<file path="config.mk">
export PLATFORM = sky130hd
export DESIGN_NAME = color_palette_lut
export DESIGN_NICKNAME = d
export VERILOG_FILES = /design/src/rtl/palette_pkg.sv /design/src/rtl/palette_flash_ctrl.sv /design/src/rtl/color_palette_lut.sv
export SDC_FILE = /design/constraint.sdc
export NUM_CORES = 1
export LEC_CHECK = 0
export ABC_AREA = 1
export CORE_MARGIN = 3
export CORE_UTILIZATION = 40
export CTS_BUF_LIST = sky130_fd_sc_hd__clkbuf_4 sky130_fd_sc_hd__clkbuf_8 sky130_fd_sc_hd__clkbuf_16
export DETAILED_ROUTE_END_ITERATION = 7
export HOLD_SLACK_MARGIN = 0.05
export SYNTH_ARGS = -nofsm -noshare
export SYNTH_HDL_FRONTEND = slang
export SYNTH_HIERARCHICAL = 1
export SYNTH_SLANG_ARGS = --single-unit
export TNS_END_PERCENT = 20
</file>
<file path="constraint.sdc">
create_clock -name Clk -period 1.82 [get_ports Clk]
set_input_delay 0.364 -clock Clk [delete_from_list [all_inputs] [get_ports Clk]]
set_output_delay 0.364 -clock Clk [all_outputs]
set_load 0.01 [all_outputs]
</file>
<file path="src/rtl/palette_pkg.sv">
// palette_pkg: shared color types, reset palette table, flash color and flash state enum.
package palette_pkg;
  typedef struct packed {
    logic [7:0] r;
    logic [7:0] g;
    logic [7:0] b;
  } rgb_t;
  typedef enum logic {FL_IDLE, FL_FLASH} flash_state_t;
  localparam rgb_t FLASH_COLOR = '{8'hFF, 8'hFF, 8'hFF};
  localparam rgb_t DEFAULT_TABLE [8] = '{
    24'h000000, 24'h000000, 24'hB00000, 24'hC3BC1D,
    24'hFFD308, 24'h004500, 24'h37F6D4, 24'h435A63
  };
  function automatic rgb_t default_color(int i);
    return (i < 8) ? DEFAULT_TABLE[i[2:0]] : '0;
  endfunction
endpackage

</file>
<file path="src/rtl/palette_flash_ctrl.sv">
// palette_flash_ctrl: flash effect FSM, counts frame_start pulses down from FLASH_FRAMES.
module palette_flash_ctrl
  import palette_pkg::*;
#(
  parameter int FLASH_FRAMES = 8
) (
  input  logic Clk,
  input  logic Reset_n,
  input  logic flash_req,
  input  logic frame_start,
  output logic flash_active
);
  flash_state_t r_state, w_state_nxt;
  logic [7:0] r_cnt, w_cnt_nxt;
  logic w_tick;
  always_ff @(posedge Clk or negedge Reset_n) begin
    if (!Reset_n) begin
      r_state <= FL_IDLE;
      r_cnt   <= '0;
    end else begin
      r_state <= w_state_nxt;
      r_cnt   <= w_cnt_nxt;
    end
  end
  // A restart request wins over a concurrent frame tick.
  always_comb begin
    w_tick      = (r_state == FL_FLASH) && frame_start;
    w_state_nxt = flash_req ? FL_FLASH : (w_tick && r_cnt == 8'd1) ? FL_IDLE : r_state;
    w_cnt_nxt   = flash_req ? 8'(FLASH_FRAMES) : w_tick ? r_cnt - 8'd1 : r_cnt;
  end
  assign flash_active = (r_state == FL_FLASH);
endmodule

</file>
<file path="src/rtl/color_palette_lut.sv">
// color_palette_lut: banked RGB palette lookup with 1-cycle latency and write-through bypass.
// Optional flash override enabled by defining PALETTE_FLASH_EN.
module color_palette_lut
  import palette_pkg::*;
#(
  parameter int IDX_W        = 3,
  parameter int NUM_PAL      = 4,
  parameter int COLOR_W      = 8,
  parameter int FLASH_FRAMES = 8
) (
  input  logic                       Clk,
  input  logic                       Reset_n,
  input  logic                       pix_valid_in,
  input  logic [$clog2(NUM_PAL)-1:0] pal_sel,
  input  logic [IDX_W-1:0]           select_input,
  input  logic                       wr_en,
  input  logic [$clog2(NUM_PAL)-1:0] wr_pal,
  input  logic [IDX_W-1:0]           wr_idx,
  input  logic [3*COLOR_W-1:0]       wr_rgb,
  input  logic                       frame_start,
  input  logic                       flash_req,
  output logic [COLOR_W-1:0]         Red,
  output logic [COLOR_W-1:0]         Green,
  output logic [COLOR_W-1:0]         Blue,
  output logic                       pix_valid_out,
  output logic                       flash_active
);
  localparam int DEPTH = 2**IDX_W;
  localparam int RGB_W = 3*COLOR_W;
  logic [RGB_W-1:0] r_mem [NUM_PAL][DEPTH];
  logic [RGB_W-1:0] r_rgb, w_rd;
  logic r_valid, w_flash;
  function automatic logic [RGB_W-1:0] to_rgb(rgb_t c);
    return {COLOR_W'(c.r), COLOR_W'(c.g), COLOR_W'(c.b)};
  endfunction
`ifdef PALETTE_FLASH_EN
  palette_flash_ctrl #(.FLASH_FRAMES(FLASH_FRAMES)) u_flash (
    .Clk(Clk),
    .Reset_n(Reset_n),
    .flash_req(flash_req),
    .frame_start(frame_start),
    .flash_active(w_flash)
  );
`else
  logic w_unused;
  assign w_unused = flash_req ^ frame_start;
  assign w_flash  = 1'b0;
`endif
  assign w_rd = (wr_en && wr_pal == pal_sel && wr_idx == select_input) ? wr_rgb : r_mem[pal_sel][select_input];
  always_ff @(posedge Clk or negedge Reset_n) begin
    if (!Reset_n) begin
      for (int p = 0; p < NUM_PAL; p++)
        for (int i = 0; i < DEPTH; i++)
          r_mem[p][i] <= to_rgb(default_color(i));
    end else if (wr_en) begin
      r_mem[wr_pal][wr_idx] <= wr_rgb;
    end
  end
  always_ff @(posedge Clk or negedge Reset_n) begin
    if (!Reset_n) begin
      r_rgb   <= '0;
      r_valid <= 1'b0;
    end else begin
      r_rgb   <= !pix_valid_in ? '0 : w_flash ? to_rgb(FLASH_COLOR) : w_rd;
      r_valid <= pix_valid_in;
    end
  end
  assign Red           = r_rgb[RGB_W-1 -: COLOR_W];
  assign Green         = r_rgb[2*COLOR_W-1 -: COLOR_W];
  assign Blue          = r_rgb[COLOR_W-1:0];
  assign pix_valid_out = r_valid;
  assign flash_active  = w_flash;
endmodule

</file>
### Word-level counts from Yosys, hierarchy flattened

Cells that the tools add are included.

| word-level totals | value |
|---|---|
| output and inout port bits | 26 |
| flip-flop bits (word level) | 793 |
| bits of input ports | 40 |
| logic and storage cells | 63 |

| operators by class | value |
|---|---|
| reduce and logical (&&, ||, !) cells | 4 |
| equality and inequality tests | 2 |
| $lt $le $gt $ge | 6 |
| mux-type cells | 13 |
| bitwise operators | 4 |

Operators with widths:

| kind | count |
|---|---|
| $bwmux W768 | 1 |
| $mux W192 | 3 |
| $bmux W192 S2 | 1 |
| $demux W192 S2 | 1 |
| $mux W24 | 5 |
| $bmux W24 S3 | 1 |
| $demux W24 S3 | 1 |
| $ge A4 B4 Y1 const B | 2 |
| $not A3 Y4 | 2 |
| $ge A3 B3 Y1 const B | 2 |
| $not A2 Y3 | 2 |
| $logic_and A1 B1 Y1 | 4 |
| $lt A4 B1 Y1 const B | 1 |
| $eq A3 B3 Y1 | 1 |
| $lt A3 B1 Y1 const B | 1 |
| $eq A2 B2 Y1 | 1 |

### Logic depth before layout (Yosys ltp)

| depth | value |
|---|---|
| depth after elaboration | 9 |
| gate-level depth with buffers | 12 |
| mapped depth without buffers | 9 |

### Worst setup path after synthesis

OpenSTA, ideal clock, no wires.

| path | value |
|---|---|
| path kind | input port to flip-flop |
| start | input select_input[2] |
| end | register r_rgb[10] |
| data required time | 1696 ps |
| stages | 7 |
| arrival | 1458 ps |
| slack | 238 ps |
| library setup time | 124 ps |
| path through | clkbuf_1 > xor2_1 > nor3_1 > nand3_1 > clkbuf_1 > buf_2 > a21oi_1 |

| on the way | value |
|---|---|
| cells in the longest elaborated chain, start to end | 6 |
| elaborated cells on any way between the ends | 8 |
| those cells by class | eq/ne: 1; mux: 5; bitwise: 1; reduce/logical: 1 |

RTL lines:

| what | RTL line | text |
|---|---|---|
| from (decl) | color_palette_lut.sv:15 | `input logic [IDX_W-1:0] select_input,` |
| $not A3 Y4 (not written as such) | color_palette_lut.sv:49 | `assign w_rd = (wr_en && wr_pal == pal_sel && wr_idx == select_input) ? wr_rgb : r_mem[pal_sel][select_input];` |
| $bmux W24 S3 | color_palette_lut.sv:49 |  |
| $mux W24 (not written as such) (2 in series) | color_palette_lut.sv:49 |  |
| $mux W24 * | color_palette_lut.sv:49 |  |
| $mux W24 * | color_palette_lut.sv:64 | `r_rgb <= !pix_valid_in ? '0 : w_flash ? to_rgb(FLASH_COLOR) : w_rd;` |
| to (signal assigned) | color_palette_lut.sv:64 |  |
| to (decl) | color_palette_lut.sv:31 | `logic [RGB_W-1:0] r_rgb, w_rd;` |

Mark *: on every way between the ends. The rest lies on a longest branch, timed or not. The select of a mux whose other input is x is not followed.
A chain may end at the register's enable or synchronous reset.

### Final worst setup path

| path | value |
|---|---|
| start | register r_rgb[22] |
| end | output Red[6] |

RTL lines:

| what | RTL line | text |
|---|---|---|
| to (decl) | color_palette_lut.sv:22 | `output logic [COLOR_W-1:0] Red,` |

No word-level cell between the ends.

==> flow_summary.ini <==
[status]
status = complete, no violations

[sta]
fin_crit_sh = 0.913
worstMarginPinSlew_ps = 566
fin_tns_setup_ps = 0
hold_viol = 0
rsz0062_at_grt = no
slew_violations = 0
whs_ps = 206
slew_headroom = 0.623
setup_viol = 0
clock.fmax_mhz = 602
fin_skew_ps = 20.1
fin_crit_ps = 1660

[detailed_routing]
drcViolationCount = 0
drt_pre_antenna_iters = 6
wire_per_inst_um = 19.8
ant_nets = 0
dr.first_iter.drc_count = 3146
drt-vias-per-instance = 5.40
num_vias = 31059
wl_um = 114000

[synth]
synth_nets = 4522
synth_cell_type_count = 23
synth_seq_area_share = 0.557
postSynthCellCount = 4482
ys_ff_latch = 793
synthesis.area_um2 = 36200
avgSynthCellArea_um2 = 8.07
yosysWarnings = 6

[critical_path]
slowest_stage = dfrtp_1
path_max_fanout = 1
path_buf_inv = 1
crit_chain = dlygate4sd2_1
crit_required_ps = 1460
ff2ff_setup_slack_ps = 280
r2r-end = r_rgb[8]
critical_path_class = register to primary output
cp_top_family = flip-flops
cp_slowest_stage_delay_ps = 380
cp.arrival_ps = 1300
cp-start-kind = register
reg2reg_depth = 8
timing.rr.start = r_mem[80]
cp-end-kind = primary output

[clocking]
cts_root_buf = clkbuf_16
clock-sinks = 793
cts_tree = built
cts_buffer_depth = 3
h-tree-depth = 3
clk_pin_slew_worst_paths_ps = 60
cts_buffers = 87
worstSkewPairLatency_ps = 630

[finish]
ff_latch_area_um2 = 20100
antenna_cells = 0
syn_to_final_growth_pct = 20.1
final_cell_mix = nand2_1 (1632), o21ai_0 (638), nand3_1 (624)
layout.cells.non_filler = 5751
fin_nets = 4551
nFillCells = 8557
layout_commonest_cell = nand2_1
layout-drive-gt1-share = 0.160
multi_input_area_um2 = 14200

[job]
cap_violations = 0

[placed_design]
finalWeightedCongestion = 0.843
post-place-cells = 5586
numPortBuffers = 62
hpwl_um = 71400

[floorplanning]
fp.dieW_um = 307
pin_count = 66
placementRows = 109
coreArea_um2 = 89100
start_util = 0.406
die-area_um2 = 94100
chipHeight_um = 307

[pwr]
power.density_nw_per_um2 = 1130
peakVddDrop_v = 0.000687
leakage_nw = 19.7

[global_route]
grt_usage = 0.244
antenna_found_initial = 4
grt_pass1_vias = 29829
grt_pass1_wl_um = 180000
grt_max_degree = 100
grt_overflow = 0

[min_path]
holdCritPathClass = primary input to async pin
==> cell usage after synthesis <==
cell | number | area, um2
buf_1 | 46 | 173
nor2_1 | 124 | 465
clkinv_1 | 2 | 7.51
nor3_1 | 8 | 40.0
o21ai_1 | 10 | 50.1
conb_1 | 1 | 3.75
dfrtp_1 | 557 | 13900
inv_1 | 34 | 128
nor3_4 | 3 | 48.8
nor3_2 | 2 | 20.0
o22ai_1 | 2 | 12.5
xor2_1 | 2 | 17.5
nor4_2 | 1 | 12.5
buf_2 | 151 | 756
clkbuf_1 | 195 | 732
o21bai_1 | 24 | 180
buf_4 | 12 | 90.1
o21ai_0 | 638 | 3190
inv_2 | 4 | 15.0
nand3_1 | 625 | 3130
nand2_1 | 1659 | 6230
dfstp_2 | 236 | 6200
a21oi_1 | 146 | 731
==> per-stage QoR <==
step,worst slack [ps],power [mW],area [um2],util
floorplan,238,28.3,36200,-
global placement,-405,31.0,40500,0.455
detailed placement,-369,31.3,40500,0.455
CTS,116,49.5,43500,0.488
global route,61.0,51.8,43500,0.488
finish,158,49.1,43500,0.488
==> layer usage <==
| metal | wire, um | up-vias | track usage |
|---|---|---|---|
| met2 | 51100 | 1047 | 0.380 |
| met4 | 2880 | 2 | 0.0686 |
| li1 | - | 14699 | - |
| met1 | 53100 | 15135 | 0.358 |
| met3 | 6760 | 176 | 0.0306 |
| met5 | 13 | - | 0 |
==> power breakdown <==
part | switching (mW) | total, mW | internal [mW]
Clock | 7.30 | 18.0 | 10.7
Combinational | 4.41 | 7.57 | 3.16
Sequential | 1.76 | 23.5 | 21.7
Total | 13.5 | 49.1 | 35.6
==> what timing repair did <==
action	in CTS	in global routing
hold endpoints to repair	255	0
gates resized for setup	25	0
setup endpoints to repair	25	0
hold buffers	1	0
buffers inserted	0	0
==> sequential cells by signal (all words and copies together), names as in the netlist <==
| signal | count |
|---|---|
| r_mem | 768 |
| r_rgb | 24 |
| pix_valid_out | 1 |
==> layout make-up <==
type                       instances  area share
clock inverter                    34     0.00659
timing repair buffer             344       0.103
inverter                          40     0.00386
clock buffer                     130      0.0614
sequential                       793       0.463
multi-input combinational       3245       0.328
tap                             1165      0.0335
==> kinds of logic (layout without fill, tap and decap cells) <==
kind of cell    after synthesis  in the layout  synth area share
other cells                   1              1          0.000104
simple gates               2422           2422             0.275
buf+inv                     444            548            0.0525
xor+xnor                      2              2          0.000484
compound gates              820            820             0.115
flops                       793            793             0.557
==> worst max-delay path by stage <==
stage	from	to	slack, ps	cells after the start
global route	wr_idx[1]	r_mem[100]	60	9
finish	r_rgb[22]	Red[6]	160	1
global placement	wr_idx[2]	r_mem[261]	-400	9
CTS	r_rgb[22]	Red[6]	120	1
detailed placement	wr_idx[1]	r_mem[208]	-370	7
floorplan	select_input[2]	r_rgb[10]	240	7
No activity file was read; power rests on OpenSTA's default activity.
